<file path="config.mk">
export PLATFORM = sky130hd
export DESIGN_NAME = mult_seq_initiator
export DESIGN_NICKNAME = d
export VERILOG_FILES = /design/src/rtl/mult_seq_initiator.sv
export SDC_FILE = /design/constraint.sdc
export NUM_CORES = 1
export LEC_CHECK = 0
export ABC_AREA = 1
export CORE_AREA = 2 2 58 60
export DETAILED_ROUTE_END_ITERATION = 10
export DIE_AREA = 0 0 60 62
export PLACE_DENSITY_LB_ADDON = 0.15
export SYNTH_ARGS = -nofsm -noshare
export SYNTH_HDL_FRONTEND = slang
export SYNTH_SLANG_ARGS = --single-unit
</file>
<file path="constraint.sdc">
create_clock -name clk_i -period 1.48 [get_ports clk_i]
set_input_delay 0.222 -clock clk_i [delete_from_list [all_inputs] [get_ports clk_i]]
set_output_delay 0.222 -clock clk_i [all_outputs]
set_load 0.005 [all_outputs]
</file>
<file path="src/rtl/mult_seq_initiator.sv">
// mult_seq_initiator: request-side sequencer for the 4-bit shift-add multiplier.
// It accepts an operand pair, raises strt_cmpt_o until the controller reports END,
// captures the product into a one-entry buffer, then waits for the controller to
// return to IDLE before taking the next pair.
// Optional feature macro: MULT_SEQ_TIMEOUT_EN adds a per-phase watchdog that sets
// a sticky err_o. Without it, err_o is tied low and the sequencer waits indefinitely.
module mult_seq_initiator #(
  parameter int OP_W    = 4,
  parameter int TIMEOUT = 16
) (
  input  logic              clk_i,
  input  logic              rst_i,
  input  logic [OP_W-1:0]   op_a_i,
  input  logic [OP_W-1:0]   op_b_i,
  input  logic              op_valid_i,
  output logic              op_ready_o,
  output logic [OP_W-1:0]   mcand_o,
  output logic [OP_W-1:0]   mplier_o,
  output logic              strt_cmpt_o,
  input  logic [2:0]        state_i,
  input  logic [2*OP_W-1:0] product_i,
  output logic [2*OP_W-1:0] prod_o,
  output logic              prod_valid_o,
  input  logic              prod_ready_i,
  output logic [7:0]        done_cnt_o,
  output logic              err_o,
  input  logic              clr_err_i
);

  typedef enum logic [1:0] {
    S_IDLE    = 2'd0,
    S_RUN     = 2'd1,
    S_RELEASE = 2'd2
  } state_t;

  // Multiplier controller state codes that the sequencer reacts to.
  localparam logic [2:0] CTL_IDLE = 3'd0;
  localparam logic [2:0] CTL_END  = 3'd5;

  state_t            state_q, state_d;
  logic [OP_W-1:0]   mcand_q, mcand_d;
  logic [OP_W-1:0]   mplier_q, mplier_d;
  logic              strt_q, strt_d;
  logic [2*OP_W-1:0] prod_q, prod_d;
  logic              prod_valid_q, prod_valid_d;
  logic [7:0]        done_cnt_q, done_cnt_d;

`ifdef MULT_SEQ_TIMEOUT_EN
  // The watchdog fires on the cycle that would bring the phase count to TIMEOUT.
  localparam logic [7:0] WD_LAST = 8'(TIMEOUT - 1);
  logic [7:0] wd_q, wd_d;
  logic       err_q, err_d;
  logic       wd_fire;
`else
  logic unused_clr_err;
  assign unused_clr_err = clr_err_i;
`endif

  // A new pair is only taken while idle and with the product buffer empty,
  // so a capture can never overwrite an unconsumed product.
  assign op_ready_o = (state_q == S_IDLE) && !prod_valid_q;

  // Next-state, capture and buffer logic.
  always_comb begin
    state_d      = state_q;
    mcand_d      = mcand_q;
    mplier_d     = mplier_q;
    prod_d       = prod_q;
    prod_valid_d = prod_valid_q;
    done_cnt_d   = done_cnt_q;
`ifdef MULT_SEQ_TIMEOUT_EN
    wd_fire      = (wd_q == WD_LAST);
    err_d        = clr_err_i ? 1'b0 : err_q;
`endif

    // Consumer handshake; a capture below on the same edge takes precedence.
    if (prod_valid_q && prod_ready_i) begin
      prod_valid_d = 1'b0;
    end

    case (state_q)
      S_IDLE: begin
        if (op_valid_i && op_ready_o) begin
          state_d  = S_RUN;
          mcand_d  = op_a_i;
          mplier_d = op_b_i;
        end
      end
      S_RUN: begin
        if (state_i == CTL_END) begin
          state_d      = S_RELEASE;
          prod_d       = product_i;
          prod_valid_d = 1'b1;
          done_cnt_d   = done_cnt_q + 8'd1;
        end
`ifdef MULT_SEQ_TIMEOUT_EN
        else if (wd_fire) begin
          // Abandon the job: drop the start request, no capture, no count.
          state_d = S_RELEASE;
          err_d   = 1'b1;
        end
`endif
      end
      S_RELEASE: begin
        if (state_i == CTL_IDLE) begin
          state_d = S_IDLE;
        end
`ifdef MULT_SEQ_TIMEOUT_EN
        else if (wd_fire) begin
          state_d = S_IDLE;
          err_d   = 1'b1;
        end
`endif
      end
      default: begin
        state_d = S_IDLE;
      end
    endcase

    // Start request is registered and high exactly while in S_RUN.
    strt_d = (state_d == S_RUN);

`ifdef MULT_SEQ_TIMEOUT_EN
    // Phase counter restarts on every state change and is idle outside a job.
    if ((state_d != state_q) || (state_d == S_IDLE)) begin
      wd_d = 8'd0;
    end else begin
      wd_d = wd_q + 8'd1;
    end
`endif
  end

  // State and datapath registers with asynchronous active-low reset.
  always_ff @(posedge clk_i or negedge rst_i) begin
    if (!rst_i) begin
      state_q      <= S_IDLE;
      mcand_q      <= '0;
      mplier_q     <= '0;
      strt_q       <= 1'b0;
      prod_q       <= '0;
      prod_valid_q <= 1'b0;
      done_cnt_q   <= 8'd0;
`ifdef MULT_SEQ_TIMEOUT_EN
      wd_q         <= 8'd0;
      err_q        <= 1'b0;
`endif
    end else begin
      state_q      <= state_d;
      mcand_q      <= mcand_d;
      mplier_q     <= mplier_d;
      strt_q       <= strt_d;
      prod_q       <= prod_d;
      prod_valid_q <= prod_valid_d;
      done_cnt_q   <= done_cnt_d;
`ifdef MULT_SEQ_TIMEOUT_EN
      wd_q         <= wd_d;
      err_q        <= err_d;
`endif
    end
  end

  assign mcand_o      = mcand_q;
  assign mplier_o     = mplier_q;
  assign strt_cmpt_o  = strt_q;
  assign prod_o       = prod_q;
  assign prod_valid_o = prod_valid_q;
  assign done_cnt_o   = done_cnt_q;
`ifdef MULT_SEQ_TIMEOUT_EN
  assign err_o        = err_q;
`else
  assign err_o        = 1'b0;
`endif

endmodule

</file>
==> Yosys cells after proc, flatten, opt, wreduce, memory -nomap -nowiden <==
Cells that the tools add are included.
{ "word_totals": {"input_bits": 24, "out_inout_bits": 28, "word_cells": 27, "ff_bits": 28} }
{ "classes": {"n_addsub": 1, "mux": 7, "eq_ne": 4, "n_reduce_logical": 8} }
{ "ops": {"columns": ["op", "count"], "rows": [
  ["$add 8x1->8 const B", 1],
  ["$mux 2", 3],
  ["$pmux 2 s3", 1],
  ["$eq 2x1->1 const B", 2],
  ["$reduce_and 2->1", 2],
  ["$eq 3x3->1 const B", 1],
  ["$logic_and 1x1->1", 3],
  ["$logic_not 3->1", 1],
  ["$mux 1", 3],
  ["$eq 2x2->1 const B", 1],
  ["$logic_not 2->1", 1],
  ["$logic_not 1->1", 1]
]} }

==> Longest topological paths before layout <==
{ "depth": {"depth_word": 6, "ltp_mapped": 7, "ltp_nobuf": 7} }

==> Worst setup path before layout <==
Ideal clock, no wire load.
{ "synth_timing": {"path_type": "flip-flop to flip-flop", "from": "reg state_q[0]", "to": "reg mcand_q[0] (netlist: mcand_o[0])", "stages_incl_launch_ff": 5, "path_buffers": 0, "setup_time_ns": 0.117, "synth_period_minus_slack_ns": 1.123, "setup_slack_ns": 0.357, "t_required_ns": 1.363, "t_arrival_ns": 1.006, "cell_sequence": "dfrtp_1 > nor3_4 > nand2_4 > nand2_1 > nand2_1"} }
{ "synth_via": {"elab_chain_cells": 4} }
{ "synth_rtl": {"columns": ["element", "line_no", "text"], "rows": [
  ["start: declaration", "40", "state_t state_q, state_d;"],
  ["start signal: assignment", "148", "state_q <= state_d;"],
  ["$logic_not 2->1", "61", "assign op_ready_o = (state_q == S_IDLE) && !prod_valid_q;"],
  ["$logic_and 1x1->1", "61", null],
  ["named net op_ready_o", "16", "output logic op_ready_o,"],
  ["$logic_and 1x1->1", "83", "if (op_valid_i && op_ready_o) begin"],
  ["$reduce_and 2->1 (no line)", null, null],
  ["end signal: assignment", "149", "mcand_q <= mcand_d;"],
  ["end: declaration", "41", "logic [OP_W-1:0] mcand_q, mcand_d;"]
]} }
The timed path passes the listed nets, and every way through them passes these cells.
A chain may end at the register's enable or synchronous reset.

==> Final worst setup path <==
{ "layout_timing": {"from": "reg done_cnt_q[2] (netlist: done_cnt_o[2])", "to": "out done_cnt_o[2]"} }
{ "layout_lines": {"columns": ["element", "line_no", "text"], "rows": [
  ["start: declaration", "46", "logic [7:0] done_cnt_q, done_cnt_d;"],
  ["start signal: assignment", "154", "done_cnt_q <= done_cnt_d;"],
  ["end: declaration", "25", "output logic [7:0] done_cnt_o,"]
]} }
No word-level cell between the ends.

==> out/qor.yml <==
initial_utilization_pct: 39.6
antenna_left: 0
synth_nets: 172
synth_top_cell_by_area: "dfrtp_1"
clkTransAtPathRegs_ps: 140
required_ps: 1260
diodes: 0
worstPathArrival_ps: 1210
fin_area_um2: 1920
place_area_um2: 1810
slew_viol_final: 0
cts_buffer_depth: 2
timing.final.crit_share_pct: 96.7
skew_ps: 11.9
ios: 52
area_growth_syn_to_layout_pct: 52.7
power.leakage_nw: 0.978
setup_violations: 0
dieHeight_um: 62
maxCapViolCount: 0
end_kind: "primary output"
netlist-cell-type-count: 21
core_area_um2: 3180
first_pass_iters: 3
ir_drop_mv: 0.772
yosys.area_share.adder_pct: 0.995
clk_latency_ps: 320
min_period_ps: 1430
wl_per_cell_um: 10.6
synthesis.area_um2: 1260
synth_top_family_by_area: "simple AND/OR/NAND/NOR gates"
yosys.area_share.simple_pct: 34.4
crit_path_max_fanout: 3
max_freq_mhz: 699
p_per_area_nw_per_um2: 1530
max_stage_delay_ps: 500
drive_gt1_share_pct: 12.4
drt_iter0_drc: 43
grt_pass1_wl_um: 4490
cts_made_buffers: 3
drcViolationCount: 0
synthXorXnorAreaFrac_pct: 1.29
utilization_pct: 60.4
run_status: "complete, no violations"
synthTopCellsByArea: "dfrtp_1 56%, nand2_1 21%, nand3_1 4.8%, inv_1 2.1%, buf_6 1.8%"
synth_cells: 147
rows: 21
gp_congestion: 0.806
worstSetupPathType: "flop to primary output"
fillCellCount: 300
hold_viol_final: 0
grt_pass1_vias: 1082
slowest_stage: "clkdlybuf4s50_1"
synth_compound_area_share_pct: 1.59
grt_max_degree: 29
synth.avg_cell_area_um2: 8.55
cts_tree: "yes"
synthMuxAreaShare_pct: 0
overflow: 0
synth_edf_count: 0
final.setup.tns_ps: 0
grt_use_total_pct: 15.9
holdBufCountCts: 0
synthFlopType: "dfrtp_1"
cts-root-buf: "clkbuf_4"
vias_per_cell: 4.49
synth-seq-cells: 28
whs_ps: 262
yosysMostFrequentCell: "nand2_1"
dieArea_um2: 3720
vias: 1145
ys_async_sr_fraction_pct: 100
wl_um: 2710
hold_path_class: "input port to async pin"
io_buffers: 49
critPathTopFamily: "buffers and inverters"
clock-sinks: 28
netlist.area_leader.share_pct: 55.7
post-dp-hpwl_um: 2040
antenna_found_initial: 0
die_width_um: 60
cp_cell_sequence: "clkdlybuf4s50_1"
h-tree-depth: 1
cp_num_buf_inv: 1
nNetsFinal: 236
critPathLaunchType: "flop"
synth_warnings: 0
synthTopCellsByCount: "71 x nand2_1, 28 x dfrtp_1, 12 x nand3_1"
seq_area_frac_synth_pct: 55.7
## report_power, final
part	internal, mW	switching [mW]	leakage, nW
clock	0.0951	0.201	0.0138
combinational	0.840	0.561	0.610
sequential	1.06	0.174	0.355
total	2.00	0.936	0.978
## area by class of cell
cell class / count / area [µm²] / area share (%)
Sequential cell: 28 / 702 / 36.5
Inverter: 8 / 30.0 / 1.56
Tap cell: 46 / 57.6 / 3.00
Clock buffer: 3 / 22.5 / 1.17
Timing Repair Buffer: 64 / 623 / 32.4
Multi-Input combinational cell: 106 / 485 / 25.3
## stage by stage
step / cells / setup slack (ps) / power, mW
floorplan: 147 / 357 / 1.76
global placement: 242 / 35.6 / 2.52
detailed placement: 242 / -4.69 / 2.57
CTS: 252 / 5.20 / 2.95
global route: 255 / -10.4 / 3.17
finish: 255 / 49.1 / 2.93
## kinds of logic after synthesis
family	count (synthesis)
adder cells (fa/ha/maj)	1
buffers and inverters	13
AND/OR/NAND/NOR	99
flip-flops	28
AO/OA/AOI/OAI	4
other	1
XOR/XNOR	1
## metal layers
layer | wire (µm) | up-vias | global-route usage [%]
met3 | 108 | 2 | 2.48
met1 | 1160 | 542 | 19.4
li1 | - | 578 | -
met4 | 20 | 0 | 5.71
met2 | 1420 | 23 | 28.6
met5 | 0 | - | 0
## repair_timing
action	CTS	global route
endpoints found under the setup margin	9	7
buffers inserted	7	3
pin swaps	0	1
resized for setup	4	5
## flip-flops by register name, indices dropped and copies added (netlist names)
name          flops
state_q           2
prod_valid_o      1
mcand_o           4
prod_o            8
strt_cmpt_o       1
done_cnt_o        8
mplier_o          4
## path summary, 6_finish.rpt
path                                from       endpoint  slack [ps]  cells past startpoint
min                                rst_i      prod_o[4]         260                      2
max                        done_cnt_o[2]  done_cnt_o[2]          50                      1
max reg2reg                done_cnt_o[0]  done_cnt_o[2]         290                      6
max in group asynchronous          rst_i     state_q[0]         930                      2
min in group clk_i          product_i[4]      prod_o[4]         420                      3
min reg2reg                    prod_o[0]      prod_o[0]         490                      2
## cell usage in the layout (no fill, tap or decap)
| cell type | count |
|---|---|
| buf_12 | 1 |
| nor2_4 | 1 |
| dlymetal6s2s_1 | 4 |
| nand3_1 | 12 |
| o21ai_0 | 2 |
| nor3_1 | 2 |
| nor2_1 | 6 |
| nand2_2 | 1 |
| nand2_1 | 71 |
| clkdlybuf4s15_1 | 1 |
| ha_1 | 1 |
| clkdlybuf4s50_1 | 42 |
| dfrtp_2 | 1 |
| nand3b_1 | 3 |
| or2_2 | 1 |
| buf_4 | 14 |
| dfrtp_1 | 27 |
| conb_1 | 1 |
| dlygate4sd2_1 | 2 |
| nand2_4 | 1 |
| o21ai_1 | 2 |
| inv_2 | 1 |
| inv_1 | 7 |
| clkbuf_4 | 3 |
| xor2_2 | 1 |
| nor3_4 | 1 |
Note: power is estimated with default switching activity, not from simulation.
